==> src/rtl/axis_trig_scheduler.sv <==
// Multi-shot trigger sequencer: arm, wait for an external pulse, then fire delayed strobes aligned to sync.
// Latency: sync accepted in cycle t gives trig_out in cycle t+1+delay; all outputs are registered.
// Backpressure: none; sync outside WAIT_SYNC is dropped, arm is only honoured in IDLE, abort wins over all.
//
// Ports:
//   aclk, areset         clock, synchronous active-high reset
//   cfg_delay            cycles from accepted sync to trigger (latched at arm)
//   cfg_holdoff          cycles after a trigger during which sync is ignored (latched at arm)
//   cfg_count            shots per sequence, 0 = continuous (latched at arm)
//   arm, abort, pulse    start request, terminate, external start event
//   sync                 alignment reference
//   trig_out, done       one-cycle strobes
//   busy                 high whenever not idle
//   shot_cnt             triggers emitted in the current/last sequence
//
// Optional: define AXIS_TRIG_SCHED_SYNC_EDGE_EN to accept only rising edges of sync.

module axis_trig_scheduler #(
  parameter int CNTR_WIDTH = 32
) (
  input  logic                  aclk,
  input  logic                  areset,
  input  logic [CNTR_WIDTH-1:0] cfg_delay,
  input  logic [CNTR_WIDTH-1:0] cfg_holdoff,
  input  logic [CNTR_WIDTH-1:0] cfg_count,
  input  logic                  arm,
  input  logic                  abort,
  input  logic                  pulse,
  input  logic                  sync,
  output logic                  trig_out,
  output logic                  busy,
  output logic                  done,
  output logic [CNTR_WIDTH-1:0] shot_cnt
);

  typedef enum logic [2:0] {
    S_IDLE,
    S_ARMED,
    S_WAIT_SYNC,
    S_DELAY,
    S_FIRE,
    S_HOLDOFF,
    S_DONE
  } state_t;

  localparam logic [CNTR_WIDTH-1:0] ONE = CNTR_WIDTH'(1);

  state_t                state;
  state_t                state_nxt;
  logic [CNTR_WIDTH-1:0] delay_q;
  logic [CNTR_WIDTH-1:0] holdoff_q;
  logic [CNTR_WIDTH-1:0] count_q;
  logic [CNTR_WIDTH-1:0] cnt;
  logic [CNTR_WIDTH-1:0] shot_inc;
  logic                  last_shot;
  logic                  sync_hit;

`ifdef AXIS_TRIG_SCHED_SYNC_EDGE_EN
  // Previous sample resets high so a sync already asserted at reset is not an edge.
  logic sync_q;

  always_ff @(posedge aclk) begin
    if (areset) begin
      sync_q <= 1'b1;
    end else begin
      sync_q <= sync;
    end
  end

  assign sync_hit = sync & ~sync_q;
`else
  assign sync_hit = sync;
`endif

  // Wraps naturally in continuous mode.
  assign shot_inc  = shot_cnt + ONE;
  assign last_shot = (count_q != '0) && (shot_inc == count_q);

  always_ff @(posedge aclk) begin
    if (areset) begin
      state <= S_IDLE;
    end else begin
      state <= state_nxt;
    end
  end

  always_comb begin
    state_nxt = state;
    case (state)
      S_IDLE: begin
        if (arm) state_nxt = S_ARMED;
      end
      S_ARMED: begin
        if (pulse) state_nxt = S_WAIT_SYNC;
      end
      S_WAIT_SYNC: begin
        if (sync_hit) state_nxt = (delay_q == '0) ? S_FIRE : S_DELAY;
      end
      S_DELAY: begin
        if (cnt == ONE) state_nxt = S_FIRE;
      end
      S_FIRE: begin
        if (last_shot)              state_nxt = S_DONE;
        else if (holdoff_q != '0)   state_nxt = S_HOLDOFF;
        else                        state_nxt = S_WAIT_SYNC;
      end
      S_HOLDOFF: begin
        if (cnt == ONE) state_nxt = S_WAIT_SYNC;
      end
      S_DONE: begin
        state_nxt = S_IDLE;
      end
      default: begin
        state_nxt = S_IDLE;
      end
    endcase
    // Abort outranks every other transition; arm in IDLE is unaffected.
    if (abort && (state != S_IDLE)) state_nxt = S_IDLE;
  end

  // Outputs are registered from the next state so they line up with the state register.
  always_ff @(posedge aclk) begin
    if (areset) begin
      delay_q   <= '0;
      holdoff_q <= '0;
      count_q   <= '0;
      cnt       <= '0;
      shot_cnt  <= '0;
      trig_out  <= 1'b0;
      busy      <= 1'b0;
      done      <= 1'b0;
    end else begin
      trig_out <= (state_nxt == S_FIRE);
      busy     <= (state_nxt != S_IDLE);
      done     <= (state_nxt == S_DONE);

      if ((state == S_IDLE) && arm) begin
        delay_q   <= cfg_delay;
        holdoff_q <= cfg_holdoff;
        count_q   <= cfg_count;
        shot_cnt  <= '0;
      end

      // A strobe already on the output counts even if abort is sampled in the same cycle.
      if (state == S_FIRE) begin
        shot_cnt <= shot_inc;
      end

      // One shared down-counter serves DELAY and HOLDOFF; loaded on entry.
      if ((state_nxt == S_DELAY) && (state != S_DELAY)) begin
        cnt <= delay_q;
      end else if ((state_nxt == S_HOLDOFF) && (state != S_HOLDOFF)) begin
        cnt <= holdoff_q;
      end else if ((state == S_DELAY) || (state == S_HOLDOFF)) begin
        cnt <= cnt - ONE;
      end
    end
  end

endmodule

==> config.mk <==
export PLATFORM = sky130hd
export DESIGN_NAME = axis_trig_scheduler
export DESIGN_NICKNAME = d
export VERILOG_FILES = /design/src/rtl/axis_trig_scheduler.sv
export SDC_FILE = /design/constraint.sdc
export NUM_CORES = 1
export LEC_CHECK = 0
export BUFFER_PORTS_ARGS = -buffer_cell sky130_fd_sc_hd__buf_2
export CAP_MARGIN = 0
export CORE_UTILIZATION = 50
export DETAILED_ROUTE_END_ITERATION = 10
export PLACE_DENSITY_LB_ADDON = 0.3
export RECOVER_POWER = 50
export SLEW_MARGIN = 15
export SYNTH_ARGS = -nofsm -noshare
export SYNTH_HDL_FRONTEND = slang
export SYNTH_SLANG_ARGS = --single-unit
==> constraint.sdc <==
create_clock -name aclk -period 5 [get_ports aclk]
set_input_delay 0.25 -clock aclk [delete_from_list [all_inputs] [get_ports aclk]]
set_output_delay 0.25 -clock aclk [all_outputs]
set_load 0.05 [all_outputs]
==> metrics.txt <==
# TYPE chip_impl_metric gauge
chip_impl_info{name="worst_hold_path_type",value="in2reg"} 1
chip_impl_metric{name="gr-total-overflow",unit=""} 0
chip_impl_metric{name="place.detailed.hpwl",unit="mm"} 17.9
chip_impl_info{name="status",value="complete, but fails checks"} 1
chip_impl_info{name="rsz0062_at_grt",value="no"} 1
chip_impl_metric{name="gp_routability_congestion",unit=""} 0.972
chip_impl_metric{name="fp.dieW",unit="um"} 135
chip_impl_metric{name="fin_area",unit="um2"} 10100
chip_impl_info{name="synth_top_family_by_area",value="simple AND/OR/NAND/NOR gates"} 1
chip_impl_metric{name="design.portCount",unit=""} 137
chip_impl_metric{name="postSynthAreaPerCell",unit="um2"} 7.40
chip_impl_metric{name="postSynthCellCount",unit=""} 1202
chip_impl_metric{name="core-area",unit="um2"} 17400
chip_impl_metric{name="postCtsSetupBuffers",unit=""} 0
chip_impl_info{name="critical_path.endpoint_type",value="register"} 1
chip_impl_metric{name="grt_first_pass_wirelength",unit="mm"} 41.8
chip_impl_metric{name="drt_first_pass_iters",unit=""} 5
chip_impl_metric{name="synth_nets",unit=""} 1307
chip_impl_metric{name="dr.first_iter.drc_count",unit=""} 739
chip_impl_metric{name="drc",unit=""} 0
chip_impl_metric{name="area_growth_syn_to_layout",unit="%"} 13.9
chip_impl_info{name="violations",value="capacitance limit, slew limit"} 1
chip_impl_metric{name="final-max-slew-violation-count",unit=""} 131
chip_impl_info{name="post_synth_top_flop",value="dfxtp_1"} 1
chip_impl_info{name="cts_tree",value="built"} 1
chip_impl_metric{name="timing.max_slew.rel_slack",unit="%"} -30.0
chip_impl_metric{name="fin_tns_setup",unit="ps"} 0
chip_impl_metric{name="synth_sequential_area_ratio",unit="%"} 37.4
chip_impl_metric{name="fillerInstances",unit=""} 1660
chip_impl_metric{name="min_delay_path_depth",unit=""} 3
chip_impl_metric{name="critical_path_required",unit="ps"} 5300
chip_impl_metric{name="worstRegToRegCells",unit=""} 10
chip_impl_metric{name="crit_buf_inv",unit=""} 0
chip_impl_metric{name="final_layout_size_suffix_gt1_share",unit="%"} 12.6
chip_impl_metric{name="buffer_ports.inserted",unit=""} 136
chip_impl_metric{name="final_hold_vio_count",unit=""} 0
chip_impl_info{name="worst_setup_path_start_kind",value="register"} 1
chip_impl_metric{name="max_cap_violations",unit=""} 2
chip_impl_info{name="timing.setup.critical_path_class",value="reg2reg"} 1
chip_impl_metric{name="routed_wirelength",unit="mm"} 25.8
chip_impl_metric{name="asyncSetResetFlopFracSynth",unit="%"} 0
chip_impl_metric{name="synthAdderAreaFrac",unit="%"} 0.422
chip_impl_metric{name="max-vdd-ir-drop",unit="uV"} 361
chip_impl_metric{name="final_util",unit="%"} 58.4
chip_impl_metric{name="routed_via_density",unit=""} 6.03
chip_impl_metric{name="initial_standard_cell_utilization_of_the_core",unit="%"} 51.2
chip_impl_metric{name="setup_violations",unit=""} 0
chip_impl_metric{name="cp_max_fo",unit=""} 31
chip_impl_metric{name="crit_arrival",unit="ps"} 4830
chip_impl_metric{name="synth_edf_count",unit=""} 0
chip_impl_metric{name="cts_resized",unit=""} 0
chip_impl_info{name="cts-root-buf",value="clkbuf_16"} 1
chip_impl_metric{name="number_of_global_route_vias_before_repair",unit=""} 8413
chip_impl_info{name="cp_top_delay_family",value="compound AO/OA/AOI/OAI gates"} 1
chip_impl_metric{name="grt_use_total",unit="%"} 28.6
chip_impl_metric{name="drt.antenna.violating_nets",unit=""} 0
chip_impl_metric{name="worst_setup_hold_path_clk_slew",unit="ps"} 70
chip_impl_metric{name="design.final.nets",unit=""} 1378
chip_impl_metric{name="power_density_cells",unit="nW/um2"} 305
chip_impl_metric{name="placement.cell_area",unit="um2"} 9580
chip_impl_metric{name="fp.dieH",unit="um"} 135
chip_impl_metric{name="pin_count_of_the_biggest_net_entering_global_routing",unit=""} 99
chip_impl_metric{name="synth_mux_area_share",unit="%"} 0.338
chip_impl_metric{name="postSynthRegisterBits",unit=""} 166
chip_impl_metric{name="design.die.area",unit="um2"} 18300
chip_impl_metric{name="hold_buffers",unit=""} 0
chip_impl_metric{name="finalCriticalPeriod",unit="ps"} 4530
chip_impl_metric{name="post_synth_instance_area",unit="um2"} 8890
chip_impl_info{name="top_library_cells_by_usage_in_the_layout_fill_and_taps_aside",value="nand2_1, dfxtp_1, a21oi_1"} 1
chip_impl_metric{name="cp_slowest_stage_delay",unit="ps"} 650
chip_impl_metric{name="synth_compound_gate_area_share",unit="%"} 23.2
chip_impl_info{name="worstPathCellList",value="nand4_1 -> or4_1 -> a2111oi_0 -> o22ai_1 -> a211oi_1 -> nand4_1 -> a31o_2 -> a2111o_2 -> mux2i_1 -> a2111oi_0"} 1
chip_impl_metric{name="routed-via-count",unit=""} 9106
chip_impl_info{name="crit_slowest_cell",value="or4_1"} 1
chip_impl_metric{name="cts_htree_levels",unit=""} 4
chip_impl_metric{name="clock.fmax",unit="MHz"} 221
chip_impl_metric{name="antenna-diode-count",unit=""} 0
chip_impl_metric{name="clk_sink_count",unit=""} 166
chip_impl_metric{name="power.static_leakage",unit="nW"} 3.72
chip_impl_metric{name="synth_xor_xnor_area_share",unit="%"} 6.50
chip_impl_metric{name="clock_tree.buffer_depth",unit=""} 2
chip_impl_metric{name="clk-insertion-delay-late",unit="ps"} 430
chip_impl_metric{name="antenna_found_initial",unit=""} 0
chip_impl_metric{name="yosysUniqueCellTypes",unit=""} 68
chip_impl_metric{name="core.rowCount",unit=""} 48
chip_impl_metric{name="yosys.area_share.simple",unit="%"} 27.1
chip_impl_metric{name="layout_worst_path_cycle_share",unit="%"} 90.6
chip_impl_metric{name="yosysWarningCount",unit=""} 0
chip_impl_metric{name="skew",unit="ps"} 11.3
chip_impl_metric{name="worst_pin_slew",unit="ps"} 1950
chip_impl_metric{name="worstSetupPathDepth",unit=""} 10
chip_impl_metric{name="wire_length_per_cell",unit="um"} 17.0
chip_impl_metric{name="cts_inserted_buffers",unit=""} 17
chip_impl_info{name="final_common_cell",value="nand2_1"} 1
==> kinds of logic (layout without fill, tap and decap cells) <==
kind of cell    count (synthesis)  after routing
simple gates                  516            516
flops                         166            166
fa+ha+maj                       3              3
mux                             3              3
buf+inv                       110            194
xor+xnor                       66             66
compound gates                338            338
==> flip-flops by register name, summed over array words and instances, names as in the netlist <==
register / flops
cnt: 32
count_q: 32
delay_q: 32
holdoff_q: 32
shot_cnt: 32
state: 3
busy: 1
done: 1
trig_out: 1
==> through the flow <==
| step | total power, mW | cells | worst slack [ps] | hold slack [ps] |
|---|---|---|---|---|
| 2_1_floorplan | 1.65 | 1202 | 1030 | 386 |
| 3_3_place_gp | 1.77 | 1479 | 782 | 464 |
| 3_5_place_dp | 1.77 | 1479 | 573 | 468 |
| 4_1_cts | 3.11 | 1511 | 536 | 33.4 |
| 5_1_grt | 3.21 | 1511 | 163 | 43.8 |
| 6_report | 3.09 | 1511 | 472 | 46.4 |
==> synth_stat cells (9+ instances only) <==
cell | count | share of area (%)
o211ai_1 | 31 | 2.6
dfxtp_1 | 166 | 37
and3_1 | 9 | 0.63
clkbuf_1 | 76 | 3.2
inv_1 | 11 | 0.46
nand2_1 | 279 | 12
nand4_1 | 23 | 1.6
or3_1 | 11 | 0.77
buf_2 | 17 | 0.96
a211oi_1 | 10 | 0.84
nor4_1 | 44 | 3.1
nor2_1 | 58 | 2.4
nand3_1 | 18 | 1.0
a311oi_1 | 13 | 1.3
xor2_1 | 19 | 1.9
a31oi_1 | 32 | 2.3
or4_1 | 10 | 0.84
a21oi_1 | 128 | 7.2
o21ai_0 | 79 | 4.4
nor3_1 | 25 | 1.4
xnor2_1 | 47 | 4.6
==> worst reg2reg max path, cell delays in order, from the launching register on <==
cell and delay (ps):
dfxtp_1 490, nand4_1 470, or4_1 660, a2111oi_0 450
o22ai_1 130, a211oi_1 210, nand4_1 350, a31o_2 370
a2111o_2 640, mux2i_1 210, a2111oi_0 430
==> worst paths after layout <==
kind / to / slack, ps / start
min: count_q[21] / 50 / cfg_count[21]
max reg2reg: cnt[0] / 470 / shot_cnt[4]
min reg2reg: holdoff_q[29] / 480 / holdoff_q[29]
max: cnt[0] / 470 / shot_cnt[4]
==> cell type report <==
| type | instances | area (um2) | share of cell area, % |
|---|---|---|---|
| Multi-Input combinational cell | 926 | 5130 | 50.6 |
| Sequential cell | 166 | 3320 | 32.8 |
| Timing Repair Buffer | 150 | 747 | 7.37 |
| Clock buffer | 20 | 467 | 4.61 |
| Tap cell | 225 | 282 | 2.78 |
| Clock inverter | 12 | 143 | 1.41 |
| Inverter | 12 | 45.0 | 0.445 |
==> report_power, final <==
group	internal [mW]	switching (mW)
registers	1.37	0.0536
logic	0.126	0.190
clock network	0.783	0.565
==> per-layer routing <==
metal | wire length (um) | track usage [%] | part of all wire, %
met1 | 10800 | 34.9 | 42
met2 | 12800 | 50.0 | 50
met3 | 1570 | 5.65 | 6.1
met4 | 624 | 9.93 | 2.4
met5 | 0 | 0 | 0
Note: power is estimated with default switching activity, not from simulation.
